<file path="config.mk">
export PLATFORM = sky130hd
export DESIGN_NAME = z80_alu_mem_seq_flat
export DESIGN_NICKNAME = d
export VERILOG_FILES = /design/src/rtl/z80_alu_mem_seq_pkg.sv /design/src/rtl/z80_alu_mem_seq_if.sv /design/src/rtl/z80_alu8.sv /design/src/rtl/z80_alu_mem_seq.sv /design/src/flat_wrapper.sv
export SDC_FILE = /design/constraint.sdc
export NUM_CORES = 1
export LEC_CHECK = 0
export CORE_MARGIN = 8
export CORE_UTILIZATION = 40
export DETAILED_ROUTE_END_ITERATION = 7
export PLACE_DENSITY = 0.68
export SYNTH_ARGS = -nofsm -noshare
export SYNTH_HDL_FRONTEND = slang
export SYNTH_SLANG_ARGS = --single-unit
</file>
<file path="constraint.sdc">
create_clock -name clk -period 6.4 [get_ports clk]
set_input_delay 1.6 -clock clk [delete_from_list [all_inputs] [get_ports clk]]
set_output_delay 1.6 -clock clk [all_outputs]
set_load 0.005 [all_outputs]
</file>
<file path="src/rtl/z80_alu_mem_seq_pkg.sv">
// rtl/z80_alu_mem_seq_pkg.sv - ALU function, operand source, flag and state encodings
package z80_alu_mem_seq_pkg;

  typedef enum logic [2:0] {
    ALU_FUNC_ADD = 3'd0,
    ALU_FUNC_ADC = 3'd1,
    ALU_FUNC_SUB = 3'd2,
    ALU_FUNC_SBC = 3'd3,
    ALU_FUNC_AND = 3'd4,
    ALU_FUNC_XOR = 3'd5,
    ALU_FUNC_OR  = 3'd6,
    ALU_FUNC_CP  = 3'd7
  } alu_func_e;

  typedef enum logic [1:0] {
    ALU_SRC_HL  = 2'd0,
    ALU_SRC_IX  = 2'd1,
    ALU_SRC_IY  = 2'd2,
    ALU_SRC_IMM = 2'd3
  } alu_src_e;

  typedef enum logic [1:0] {
    ST_IDLE = 2'd0,
    ST_ADDR = 2'd1,
    ST_READ = 2'd2,
    ST_EXEC = 2'd3
  } seq_state_e;

  localparam int FLAG_S_BIT  = 7;
  localparam int FLAG_Z_BIT  = 6;
  localparam int FLAG_Y_BIT  = 5;
  localparam int FLAG_H_BIT  = 4;
  localparam int FLAG_X_BIT  = 3;
  localparam int FLAG_PV_BIT = 2;
  localparam int FLAG_N_BIT  = 1;
  localparam int FLAG_C_BIT  = 0;

  // Index base plus signed displacement, wrapping in the 64K space.
  function automatic logic [15:0] idx_addr(input logic [15:0] base, input logic [7:0] d);
    return base + {{8{d[7]}}, d};
  endfunction

endpackage

</file>
<file path="src/rtl/z80_alu_mem_seq_if.sv">
// rtl/z80_alu_mem_seq_if.sv - wait-state memory read port between sequencer and bus
interface z80_alu_mem_seq_if;
  logic        mem_rd_req;
  logic [15:0] mem_raddr;
  logic        mem_rd_ack;
  logic [7:0]  mem_rdata;

  modport master (output mem_rd_req, mem_raddr, input mem_rd_ack, mem_rdata);
  modport slave  (input mem_rd_req, mem_raddr, output mem_rd_ack, mem_rdata);
endinterface

</file>
<file path="src/rtl/z80_alu8.sv">
// rtl/z80_alu8.sv - combinational 8-bit ALU group: result and flags from A, operand, F
module z80_alu8
  import z80_alu_mem_seq_pkg::*;
#(
  parameter bit XY_MODE = 1'b0
) (
  input  alu_func_e   op,
  input  logic [7:0]  a,
  input  logic [7:0]  operand,
  input  logic        carry_in,
  input  logic [7:0]  f_in,
  output logic [7:0]  result,
  output logic [7:0]  flags
);

  logic       is_sub;
  logic       is_logic;
  logic [7:0] b;
  logic       cin;
  logic [8:0] sum;
  logic [7:0] logic_res;

  always_comb begin
    is_sub   = (op == ALU_FUNC_SUB) || (op == ALU_FUNC_SBC) || (op == ALU_FUNC_CP);
    is_logic = (op == ALU_FUNC_AND) || (op == ALU_FUNC_XOR) || (op == ALU_FUNC_OR);
    // Subtraction as A + ~B + ~borrow; carry and half-carry come out inverted.
    b        = is_sub ? ~operand : operand;
    cin      = is_sub ? ~carry_in : carry_in;
    sum      = {1'b0, a} + {1'b0, b} + {8'b0, cin};
    case (op)
      ALU_FUNC_AND: logic_res = a & operand;
      ALU_FUNC_XOR: logic_res = a ^ operand;
      default:      logic_res = a | operand;
    endcase
    result = is_logic ? logic_res : sum[7:0];

    flags              = f_in;
    flags[FLAG_S_BIT]  = result[7];
    flags[FLAG_Z_BIT]  = (result == 8'h00);
    flags[FLAG_H_BIT]  = is_logic ? (op == ALU_FUNC_AND) : (a[4] ^ b[4] ^ sum[4] ^ is_sub);
    flags[FLAG_PV_BIT] = is_logic ? ~^result : (a[7] ^ b[7] ^ sum[7] ^ sum[8]);
    flags[FLAG_N_BIT]  = is_sub;
    flags[FLAG_C_BIT]  = is_logic ? 1'b0 : (sum[8] ^ is_sub);
    if (XY_MODE) begin
      flags[FLAG_Y_BIT] = (op == ALU_FUNC_CP) ? operand[5] : result[5];
      flags[FLAG_X_BIT] = (op == ALU_FUNC_CP) ? operand[3] : result[3];
    end
  end

endmodule

</file>
<file path="src/rtl/z80_alu_mem_seq.sv">
// rtl/z80_alu_mem_seq.sv - multi-cycle ALU sequencer for (HL), (IX+d), (IY+d) and n operands
module z80_alu_mem_seq
  import z80_alu_mem_seq_pkg::*;
#(
  parameter int IDX_WAIT = 5,
  parameter bit XY_MODE  = 1'b0
) (
  input  logic                       clk,
  input  logic                       reset_n,
  input  logic                       start,
  input  logic [2:0]                 op,
  input  logic [1:0]                 src,
  input  logic [7:0]                 disp,
  input  logic [7:0]                 a_in,
  input  logic [7:0]                 f_in,
  input  logic [15:0]                hl,
  input  logic [15:0]                ix,
  input  logic [15:0]                iy,
  z80_alu_mem_seq_if.master          mem,
  output logic                       busy,
  output logic                       done,
  output logic [7:0]                 a_out,
  output logic [7:0]                 f_out
);

  seq_state_e state;
  alu_src_e   src_sel;
  alu_func_e  op_q;
  logic [3:0] wait_cnt;
  logic [7:0] a_q;
  logic [7:0] f_q;
  logic [7:0] operand_q;
  logic [7:0] alu_res;
  logic [7:0] alu_flags;

  assign src_sel = alu_src_e'(src);
  assign busy    = (state != ST_IDLE);

  z80_alu8 #(.XY_MODE(XY_MODE)) u_alu (
    .op       (op_q),
    .a        (a_q),
    .operand  (operand_q),
    .carry_in (f_q[FLAG_C_BIT] & ((op_q == ALU_FUNC_ADC) || (op_q == ALU_FUNC_SBC))),
    .f_in     (f_q),
    .result   (alu_res),
    .flags    (alu_flags)
  );

  always_ff @(posedge clk) begin
    if (!reset_n) begin
      state          <= ST_IDLE;
      op_q           <= ALU_FUNC_ADD;
      wait_cnt       <= '0;
      a_q            <= '0;
      f_q            <= '0;
      operand_q      <= '0;
      mem.mem_rd_req <= 1'b0;
      mem.mem_raddr  <= '0;
      done           <= 1'b0;
      a_out          <= 8'hFF;
      f_out          <= 8'hFF;
    end else begin
      done <= 1'b0;
      case (state)
        ST_IDLE: begin
          if (start) begin
            op_q      <= alu_func_e'(op);
            a_q       <= a_in;
            f_q       <= f_in;
            operand_q <= disp;
            wait_cnt  <= '0;
            case (src_sel)
              ALU_SRC_HL: mem.mem_raddr <= hl;
              ALU_SRC_IX: mem.mem_raddr <= idx_addr(ix, disp);
              ALU_SRC_IY: mem.mem_raddr <= idx_addr(iy, disp);
              default:    mem.mem_raddr <= mem.mem_raddr;
            endcase
            if (src_sel == ALU_SRC_IMM) begin
              state <= ST_EXEC;
            end else if (src_sel != ALU_SRC_HL && IDX_WAIT > 0) begin
              state <= ST_ADDR;
            end else begin
              state          <= ST_READ;
              mem.mem_rd_req <= 1'b1;
            end
          end
        end
        ST_ADDR: begin
          if (wait_cnt == 4'(IDX_WAIT - 1)) begin
            state          <= ST_READ;
            mem.mem_rd_req <= 1'b1;
          end else begin
            wait_cnt <= wait_cnt + 4'd1;
          end
        end
        ST_READ: begin
          if (mem.mem_rd_ack) begin
            operand_q      <= mem.mem_rdata;
            mem.mem_rd_req <= 1'b0;
            state          <= ST_EXEC;
          end
        end
        ST_EXEC: begin
          a_out <= (op_q == ALU_FUNC_CP) ? a_q : alu_res;
          f_out <= alu_flags;
          done  <= 1'b1;
          state <= ST_IDLE;
        end
        default: state <= ST_IDLE;
      endcase
    end
  end

endmodule

</file>
<file path="src/flat_wrapper.sv">
// flat-port wrapper written by rule: the top's interface ports become plain ports
module z80_alu_mem_seq_flat import z80_alu_mem_seq_pkg::*;
#(
  parameter int IDX_WAIT = 5,
  parameter bit XY_MODE  = 1'b0
)
  (clk, reset_n, start, op, src, disp, a_in, f_in, hl, ix, iy, busy, done, a_out, f_out, mem_mem_rd_req, mem_mem_raddr, mem_mem_rd_ack, mem_mem_rdata);
  z80_alu_mem_seq_if mem_i ();
  input  logic clk;
  input  logic reset_n;
  input  logic start;
  input  logic [2:0] op;
  input  logic [1:0] src;
  input  logic [7:0] disp;
  input  logic [7:0] a_in;
  input  logic [7:0] f_in;
  input  logic [15:0] hl;
  input  logic [15:0] ix;
  input  logic [15:0] iy;
  output logic busy;
  output logic done;
  output logic [7:0] a_out;
  output logic [7:0] f_out;
  output wire logic [$bits(mem_i.mem_rd_req)-1:0] mem_mem_rd_req;
  output wire logic [$bits(mem_i.mem_raddr)-1:0] mem_mem_raddr;
  input wire logic [$bits(mem_i.mem_rd_ack)-1:0] mem_mem_rd_ack;
  input wire logic [$bits(mem_i.mem_rdata)-1:0] mem_mem_rdata;
  assign mem_mem_rd_req = mem_i.mem_rd_req;
  assign mem_mem_raddr = mem_i.mem_raddr;
  assign mem_i.mem_rd_ack = mem_mem_rd_ack;
  assign mem_i.mem_rdata = mem_mem_rdata;
  z80_alu_mem_seq #(.IDX_WAIT(IDX_WAIT), .XY_MODE(XY_MODE)) u_core (.clk(clk), .reset_n(reset_n), .start(start), .op(op), .src(src), .disp(disp), .a_in(a_in), .f_in(f_in), .hl(hl), .ix(ix), .iy(iy), .mem(mem_i), .busy(busy), .done(done), .a_out(a_out), .f_out(f_out));
endmodule
</file>
# Word-level counts from Yosys, hierarchy flattened
# Cells that the tools add are included.
[totals] reg_bits=65 in_bits=89 output_inout_bits=35 wordCells=98
[classes] add_sub_neg=5 n_eq_ne=20 muxes=28 n_bitwise=13 reduce_logical=21
[ops] operator="one-hot mux 16 bit (3 select lines)" count=1
[ops] operator="two-way mux 8 bit" count=5
[ops] operator="adder 16 bit" count=2
[ops] operator="one-hot mux 8 bit (2 select lines)" count=2
[ops] operator="equality test 3 bit (second input constant)" count=4
[ops] operator="AND reduction 3 bit" count=4
[ops] operator="two-way mux 1 bit" count=10
[ops] operator="two-way mux 2 bit" count=5
[ops] operator="inequality test 2 bit (second input constant)" count=5
[ops] operator="adder 8 x 8 -> 9 bit" count=1
[ops] operator="adder 9 x 1 -> 9 bit" count=1
[ops] operator="bitwise AND 8 bit" count=1
[ops] operator="equality test 2 bit (second input constant)" count=4
[ops] operator="zero test 8 bit" count=1
[ops] operator="two-way mux 4 bit" count=2
[ops] operator="inverter 8 bit" count=1
[ops] operator="bitwise OR 8 bit" count=1
[ops] operator="one-hot mux 2 bit (4 select lines)" count=1
[ops] operator="one-hot mux 4 bit (2 select lines)" count=1
[ops] operator="nonzero test 2 bit" count=4
[ops] operator="XNOR reduction 8 bit" count=1
[ops] operator="bitwise XOR 8 bit" count=1
[ops] operator="bitwise XOR 1 bit" count=7
[ops] operator="equality test 3 x 2 -> 1 bit (second input constant)" count=2
[ops] operator="13 further kinds" count=20

# Longest topological paths before layout
# Gate-level depths: netlist of run 1.
[logic_depth] depth_word=9 ltp_mapped=20

# By module
# A second synthesis of run 1 with hierarchy kept.
[unflattened] hier_cells=617 hier_area_um2=5171.2
[modules_own_cells] module="z80_alu_mem_seq" n_inst=1 cells_per_inst=471 area_each_um2=4012.6
[modules_own_cells] module="z80_alu8" n_inst=1 cells_per_inst=146 area_each_um2=1158.6

# Worst setup path after synthesis of run 1
# OpenSTA, ideal clock, no wires.
[synth_path] kind="input to register" from="input port src[0]" to="register u_core.mem.mem_raddr[10]" setup_time_ps=91 t_arrival_ps=4482 path_slack_ps=1828 path_stages=13 n_path_buf=2 cell_sequence="inv_1 -> ha_1 -> clkbuf_1 -> clkbuf_1 -> mux2_2 -> ha_1 -> fa_1 -> a21oi_1 -> o21ai_1 -> o32ai_1 -> o21ai_1 -> xnor2_1 -> a311oi_1"
[synth_via] elab_chain_cells=3 elab_cells_between_ends=6 classes_between="eq/ne (2); mux (1); reduce/logical (3)"
[synth_rtl] element="start: declaration" line_no="flat_wrapper.sv:13" rtl="input logic [1:0] src;"
[synth_rtl] element="equality test 2 x 1 -> 1 bit (tied with other cells)" line_no="z80_alu_mem_seq.sv:72" rtl="case (src_sel)"
[synth_rtl] element="nonzero test 3 bit (no source line)"
[synth_rtl] element="AND reduction 3 bit (no source line)"
[synth_rtl] element="end signal: assignment" line_no="z80_alu_mem_seq.sv:73" rtl="ALU_SRC_HL: mem.mem_raddr <= hl;"
[synth_rtl] element="end signal: assignment" line_no="z80_alu_mem_seq.sv:74" rtl="ALU_SRC_IX: mem.mem_raddr <= idx_addr(ix, disp);"
[synth_rtl] element="end signal: assignment" line_no="z80_alu_mem_seq.sv:75" rtl="ALU_SRC_IY: mem.mem_raddr <= idx_addr(iy, disp);"
[synth_rtl] element="end: declaration" line_no="z80_alu_mem_seq_if.sv:8" rtl="modport master (output mem_rd_req, mem_raddr, input mem_rd_ack, mem_rdata);"
# Parallel ways exist; a longest one is shown, timed or not.
# A chain may end at the register's enable or synchronous reset.

# Worst setup path in the final report of run 1
[layout_path] from="input port src[1]" to="register u_core.mem.mem_raddr[10]"
# Same word-level chain as after synthesis.

==> results of run 1 <==
==> synth_stat cells, types with 3 or more instances <==
cell type	n	share of area
a211oi_1	17	0.027
a21boi_1	4	0.0064
a21o_1	8	0.013
a21oi_1	51	0.055
a311oi_1	3	0.0056
a31oi_1	3	0.0040
and2_1	3	0.0040
buf_2	7	0.0075
clkbuf_1	21	0.017
dfxtp_1	62	0.27
fa_1	3	0.013
ha_1	53	0.14
inv_1	31	0.025
mux2_2	15	0.036
mux2i_1	33	0.071
nand2_1	64	0.052
nand2b_1	7	0.0094
nand3_1	14	0.015
nor2_1	38	0.031
nor2b_1	4	0.0054
nor3_1	4	0.0043
nor3b_1	4	0.0064
o211ai_1	4	0.0064
o21ai_0	15	0.016
o21ai_1	12	0.013
o22ai_1	7	0.0094
or3_1	3	0.0040
xnor2_1	21	0.039
xor2_1	12	0.023
==> metrics by stage <==
stage / std cells / utilization / total power, mW
after floorplan: 564 / - / 1.319
after global placement: 800 / 0.5196 / 1.622
after detailed placement: 800 / 0.5196 / 1.648
after CTS: 816 / 0.5490 / 2.203
after global routing: 816 / 0.5490 / 2.367
final: 816 / 0.5490 / 2.179
==> worst reg2reg max path: stages, from the launching register on <==
cell and delay [ns]:
dfxtp_1 0.81, o21ai_1 0.28, buf_4 0.27, xnor2_1 0.18, fa_1 0.46, inv_1 0.09
fa_1 0.21, inv_1 0.06, a21o_1 0.19, a41o_2 0.29, xor2_1 0.16, o21ai_0 0.11
ha_1 0.35, xnor2_1 0.18, xnor2_1 0.13, nand3_1 0.09, o21ai_0 0.12, a32oi_1 0.06
==> sequential cells by signal (all words and copies together) (netlist names) <==
register,count
u_core.a_out,8
u_core.a_q,8
u_core.done,1
u_core.f_out,8
u_core.f_q,3
u_core.mem.mem_raddr,16
u_core.mem.mem_rd_req,1
u_core.op_q,3
u_core.operand_q,8
u_core.state,2
u_core.wait_cnt,4
==> worst max path at each step <==
stage	depth (start not counted)	slack [ns]	end
after detailed placement	12	1.49	u_core.mem.mem_raddr[10]
after global placement	14	1.55	u_core.mem.mem_raddr[8]
final	12	1.79	u_core.mem.mem_raddr[10]
after CTS	12	1.82	u_core.mem.mem_raddr[10]
after global routing	13	1.63	u_core.mem.mem_raddr[12]
after floorplan	13	1.83	u_core.mem.mem_raddr[10]
==> metal layers <==
metal  wire length [µm]  part of all wire  vias to the layer above
met5                  0                 0                        -
met1               5529              0.41                     2061
met4                246             0.018                        0
li1                   -                 -                     2200
met3               1088             0.081                       21
met2               6550              0.49                      151
==> logic make-up after synthesis <==
family                   count (synthesis)
adder cells (fa/ha/maj)                 56
XOR/XNOR                                33
AND/OR/NAND/NOR                        148
AO/OA/AOI/OAI                          152
multiplexers                            50
buffers and inverters                   63
flip-flops                              62
==> layout make-up <==
cell class              count  area (µm²)  share of cell area
inverters                  34       127.6             0.02036
clock inverters             3       65.06             0.01038
multi-input cells         439        3174              0.5064
repair buffers            122        1211              0.1932
clock buffers              13       270.3             0.04311
well taps                 143       178.9             0.02854
flip-flops and latches     62        1241              0.1980
==> layout by cell type (no fill, tap or decap), drive strengths merged, types with 2 or more instances in the layout <==
master and count:
nand3 14, a22oi 2, a211o 2, clkbuf 13
xor2 12, inv 33, nand2 64, mux2 17
fa 3, ha 53, dfxtp 62, a211oi 17
o211ai 4, nor2b 4, a21oi 53, nor3b 4
a311oi 4, o31ai 2, o21ai 27, or3 3
and2 3, o221ai 2, o22ai 7, nand2b 7
a21boi 4, clkinv 2, buf 4, bufinv 2
nor2 40, nor3 4, clkdlybuf4s50 118, o21bai 2
mux2i 33, o21a 2, xnor2 21, a32oi 2
nand4 2, a21o 8, a31oi 4
==> report_power, final <==
part | internal, mW | switching (mW) | leakage, nW
sequential | 0.473 | 0.0883 | 0.508
clock | 0.372 | 0.168 | 0.166
combinational | 0.522 | 0.556 | 1.87
==> results.toml, run 1 <==
[outcome]
status = "finished, final reports clean"

[logic_synthesis]
synthCells = 564
syn_avg_cell_area_um2 = 8.264
synth_mux_area_frac = 0.1119
synthSimpleGateAreaFrac = 0.1409
ys_warn_count = 0
syn-num-nets = 709
ys.flop_type = "dfxtp_1"
synth_top_family_by_area = "compound AO/OA/AOI/OAI gates"
synth-xor-area-share = 0.06201
synth_edf_count = 0
synth-compound-area-share = 0.2110
synth.distinct_cells = 59
synthArstFlopShare = 0
synth-seq-area-share = 0.2663
ys_ff_latch = 62
syn_area_um2 = 4661
synthAdderAreaFrac = 0.1552

[grt]
grt_start_max_net_pins = 46
first_global_vias = 4618
antenna_found_initial = 0
grt_overflow = 0
grt.total_usage = 0.1809
grt_pass1_wl_um = 21980
grt_util_met3 = 0.06437
use_met2 = 0.3203
grt-busiest-layer = "met2"
grtUsageMet1 = 0.1983

[placed_design]
dp_hpwl_um = 10460
port_buffers = 118
place_congestion = 0.9182
place_worst_setup_slack_ns = 1.490
place_area_um2 = 5933

[timing]
finClkSkew_ns = 0.007538
tns_ns = 0
slew_violations = 0
hold_violations = 0
tightest_slew_ns = 0.9765
relSlewSlack = 0.3490
report.final.setup_viol = 0
rsz0062_at_grt = "no"
whs_ns = 0.4541
setup_slack_ns = 1.788
fmax_mhz = 216.8
period_share = 0.7206
fin_crit_ns = 4.612

[worst_setup_path]
path_buf_inv = 2
cp_top_family = "compound AO/OA/AOI/OAI gates"
startpoint_type = "primary input"
cp.required_ns = 6.63
r2r_slack_ns = 2.22
crit_fanout = 16
cp-startpoint = "src[1]"
cpPeakStageDelay_ns = 0.53
crit_type = "in2reg"
r2r_cells = 17
arrival_ns = 4.84
rr_startpoint = "u_core.op_q[0]"
r2r-end = "u_core.f_out[2]"
cpMaxStageDelayCell = "clkdlybuf4s50_1"
endpoint_kind = "register"
crit_chain = "clkdlybuf4s50_1, ha_1, buf_4, mux2_2, ha_1, fa_1, a21oi_1, o21ai_1, o32ai_1, o21ai_1, xnor2_1, a311oi_1"

[clocking]
cts_hold_buf = 0
cts_root_buffer = "clkbuf_16"
cts_resized = 0
cts_tree = "yes"
cts.sinks = 62
cts_setup_buffers = 0
path_clk_slew_ns = 0.05
cts_buffers = 9
cts.path.max_buffers = 2
htreeDepth = 3
insertion_delay_ns = 0.33

[final_layout]
insertedDiodeCount = 0
area_growth_pct = 34.50
nFillCells = 1066
drive_above_1_share = 0.06686
finalInstanceArea_um2 = 6269
nets = 813

[die]
rows = 39
io_pins = 124
core_area_um2 = 11420
die_y_um = 123.9
initial_core_util = 0.4082
die_area_um2 = 15360
chipWidth_um = 123.9

[routing]
drt_iter0_markers = 219
wl_per_cell_um = 16.44
firstDrtPassIters = 4
remaining_drc_errors = 0
via_per_inst = 5.433
final_antenna_net_count = 0
vias = 4433
drt-total-wl_um = 13410

[power_and_ir_drop]
power.leakage_nw = 2.539
ir_drop_uv = 210.2
p_per_area_nw_per_um2 = 347.6

[worst_hold_path]
worstHoldEndpoint = "u_core.f_q[3]"
hold_path.startpoint = "u_core.f_q[3]"
whs_path_depth = 2
hold_path_class = "reg2reg"

[job]
maxCapViolCount = 0
(Power assumes the default switching activity.)
==> run 2, diff against run 1 <==
--- a/config.mk
+++ b/config.mk
@@ -8,7 +8,7 @@
 export CORE_MARGIN = 8
 export CORE_UTILIZATION = 40
 export DETAILED_ROUTE_END_ITERATION = 7
-export PLACE_DENSITY = 0.68
+export PLACE_DENSITY = 0.71
 export SYNTH_ARGS = -nofsm -noshare
 export SYNTH_HDL_FRONTEND = slang
 export SYNTH_SLANG_ARGS = --single-unit
==> constraint.sdc (replaced) <==
create_clock -name clk -period 4.2 [get_ports clk]
set_input_delay 1.05 -clock clk [delete_from_list [all_inputs] [get_ports clk]]
set_output_delay 1.05 -clock clk [all_outputs]
set_load 0.005 [all_outputs]
==> results.toml, run 2 (synthesis gave the netlist of run 1 again) <==
[final_layout]
nets = 825
utilization = 0.5558
largest_register = "u_core.mem.mem_raddr"
multi_input_area_um2 = 3174
area_growth_pct = 36.16
final_common_cell = "clkdlybuf4s50_1"
finalInstanceArea_um2 = 6346
regArea_um2 = 1241
insertedDiodeCount = 0
drive_above_1_share = 0.08333
final_cell_mix = "clkdlybuf4s50_1, nand2_1, dfxtp_1, ha_1, a21oi_1"
largest_reg_flops = 16
nFillCells = 1033

[worst_setup_path]
startpoint_type = "primary input"
cpMaxStageDelayCell = "o32ai_1"
r2r_slack_ns = 0.47
path_buf_inv = 2
crit_chain = "clkdlybuf4s50_1, inv_1, ha_1, mux2_2, ha_1, fa_1, a21oi_1, o21ai_1, o32ai_1, o21ai_1, xnor2_1, a311oi_1"
path_depth = 12
arrival_ns = 4.13
crit_fanout = 4
rr_startpoint = "u_core.op_q[0]"
r2r_cells = 18
cpPeakStageDelay_ns = 0.44
cp_top_family = "compound AO/OA/AOI/OAI gates"
cp.required_ns = 4.43
endpoint_kind = "register"
r2r-end = "u_core.f_out[2]"
crit_type = "in2reg"

[timing]
rsz0062_at_grt = "no"
period_share = 0.9278
fin_crit_ns = 3.897
report.final.setup_viol = 0
slew_violations = 0
fmax_mhz = 256.6
finClkSkew_ns = 0.007744
tightest_slew_ns = 0.9168
hold_violations = 0
whs_ns = 0.4479
tns_ns = 0
relSlewSlack = 0.3865

[clocking]
insertion_delay_ns = 0.33
htreeDepth = 3
cts_tree = "yes"
cts_setup_buffers = 0
cts_root_buffer = "clkbuf_16"
cts_hold_buf = 0
cts_resized = 0
path_clk_slew_ns = 0.05
cts.sinks = 62
cts.path.max_buffers = 2
cts_buffers = 9

[placed_design]
place_area_um2 = 6023
dp_hpwl_um = 10810
place_congestion = 0.8487
port_buffers = 118

[grt]
grt_start_max_net_pins = 46
grt_pass1_wl_um = 22180
grt.total_usage = 0.1815
first_global_vias = 4714
grt_overflow = 0
antenna_found_initial = 0

[die]
core_area_um2 = 11420
die_y_um = 123.9
chipWidth_um = 123.9
io_pins = 124
rows = 39
initial_core_util = 0.4082
die_area_um2 = 15360

[job]
maxCapViolCount = 0

[routing]
via_per_inst = 5.378
final_antenna_net_count = 0
remaining_drc_errors = 0
drt_iter0_markers = 189
firstDrtPassIters = 4
vias = 4448
drt-total-wl_um = 13900
wl_per_cell_um = 16.81

[power_and_ir_drop]
p_per_area_nw_per_um2 = 531.6
power.leakage_nw = 2.594
ir_drop_uv = 251.3
power_mw = 3.374

[outcome]
status = "finished, final reports clean"

[worst_hold_path]
hold_path_class = "reg2reg"
worstHoldEndpoint = "u_core.mem.mem_raddr[8]"
hold_path.startpoint = "u_core.mem.mem_raddr[8]"
whs_path_depth = 2
[run 2: cell types whose count changed in the layout (fill, tap and decap cells not counted), sizes merged]
cell	before	now
clkbuf	13	11
buf	4	16
clkinv	2	3
[run 2: per-layer routing]
metal / up-vias / track usage / wire (µm)
li1: 2229 / - / -
met1: 2056 / 0.1934 / 5803
met4: 0 / 0.06617 / 376
met2: 131 / 0.3334 / 6821
met3: 32 / 0.05213 / 900
met5: - / 0 / 0
[run 2: report_power, final]
part	switching, mW	internal, mW	total (mW)	leakage, nW
logic	0.904	0.819	1.72	1.92
clock network	0.270	0.546	0.816	0.161
registers	0.115	0.720	0.835	0.508
[run 2: tightest hold or removal path: cells and delay by family, from the launching register on]
kind             cells  cell delay [ns]
flip-flops           1             0.31
AND/OR/NAND/NOR      2             0.10
[run 2: how the worst max path moves through the flow]
stage / from / to
finish: src[0] / u_core.mem.mem_raddr[10]
global route: src[0] / u_core.mem.mem_raddr[10]
CTS: src[0] / u_core.mem.mem_raddr[10]
detailed placement: src[0] / u_core.mem.mem_raddr[15]
global placement: src[0] / u_core.mem.mem_raddr[15]
floorplan: src[0] / u_core.mem.mem_raddr[10]
[run 2: per-stage QoR]
step	cells	setup slack [ns]
after floorplan	564	0.1775
after global placement	812	0.03554
after CTS	827	0.3241
after detailed placement	812	0.002573
final	827	0.3031
after global routing	827	0.07077
[run 2: layout make-up]
type	count	share of cell area
multi-input cells	439	0.5002
repair buffers	134	0.2050
flip-flops and latches	62	0.1956
clock buffers	11	0.03983
well taps	143	0.02819
inverters	34	0.02011
clock inverters	4	0.01104
==> run 3, diff against run 2 <==
--- a/config.mk
+++ b/config.mk
@@ -5,6 +5,7 @@
 export SDC_FILE = /design/constraint.sdc
 export NUM_CORES = 1
 export LEC_CHECK = 0
+export ABC_CLOCK_PERIOD_IN_PS = 4200
 export CORE_MARGIN = 8
 export CORE_UTILIZATION = 40
 export DETAILED_ROUTE_END_ITERATION = 7
==> results of run 3 <==
The final DEF is identical to that of run 2; final timing and power are the same.
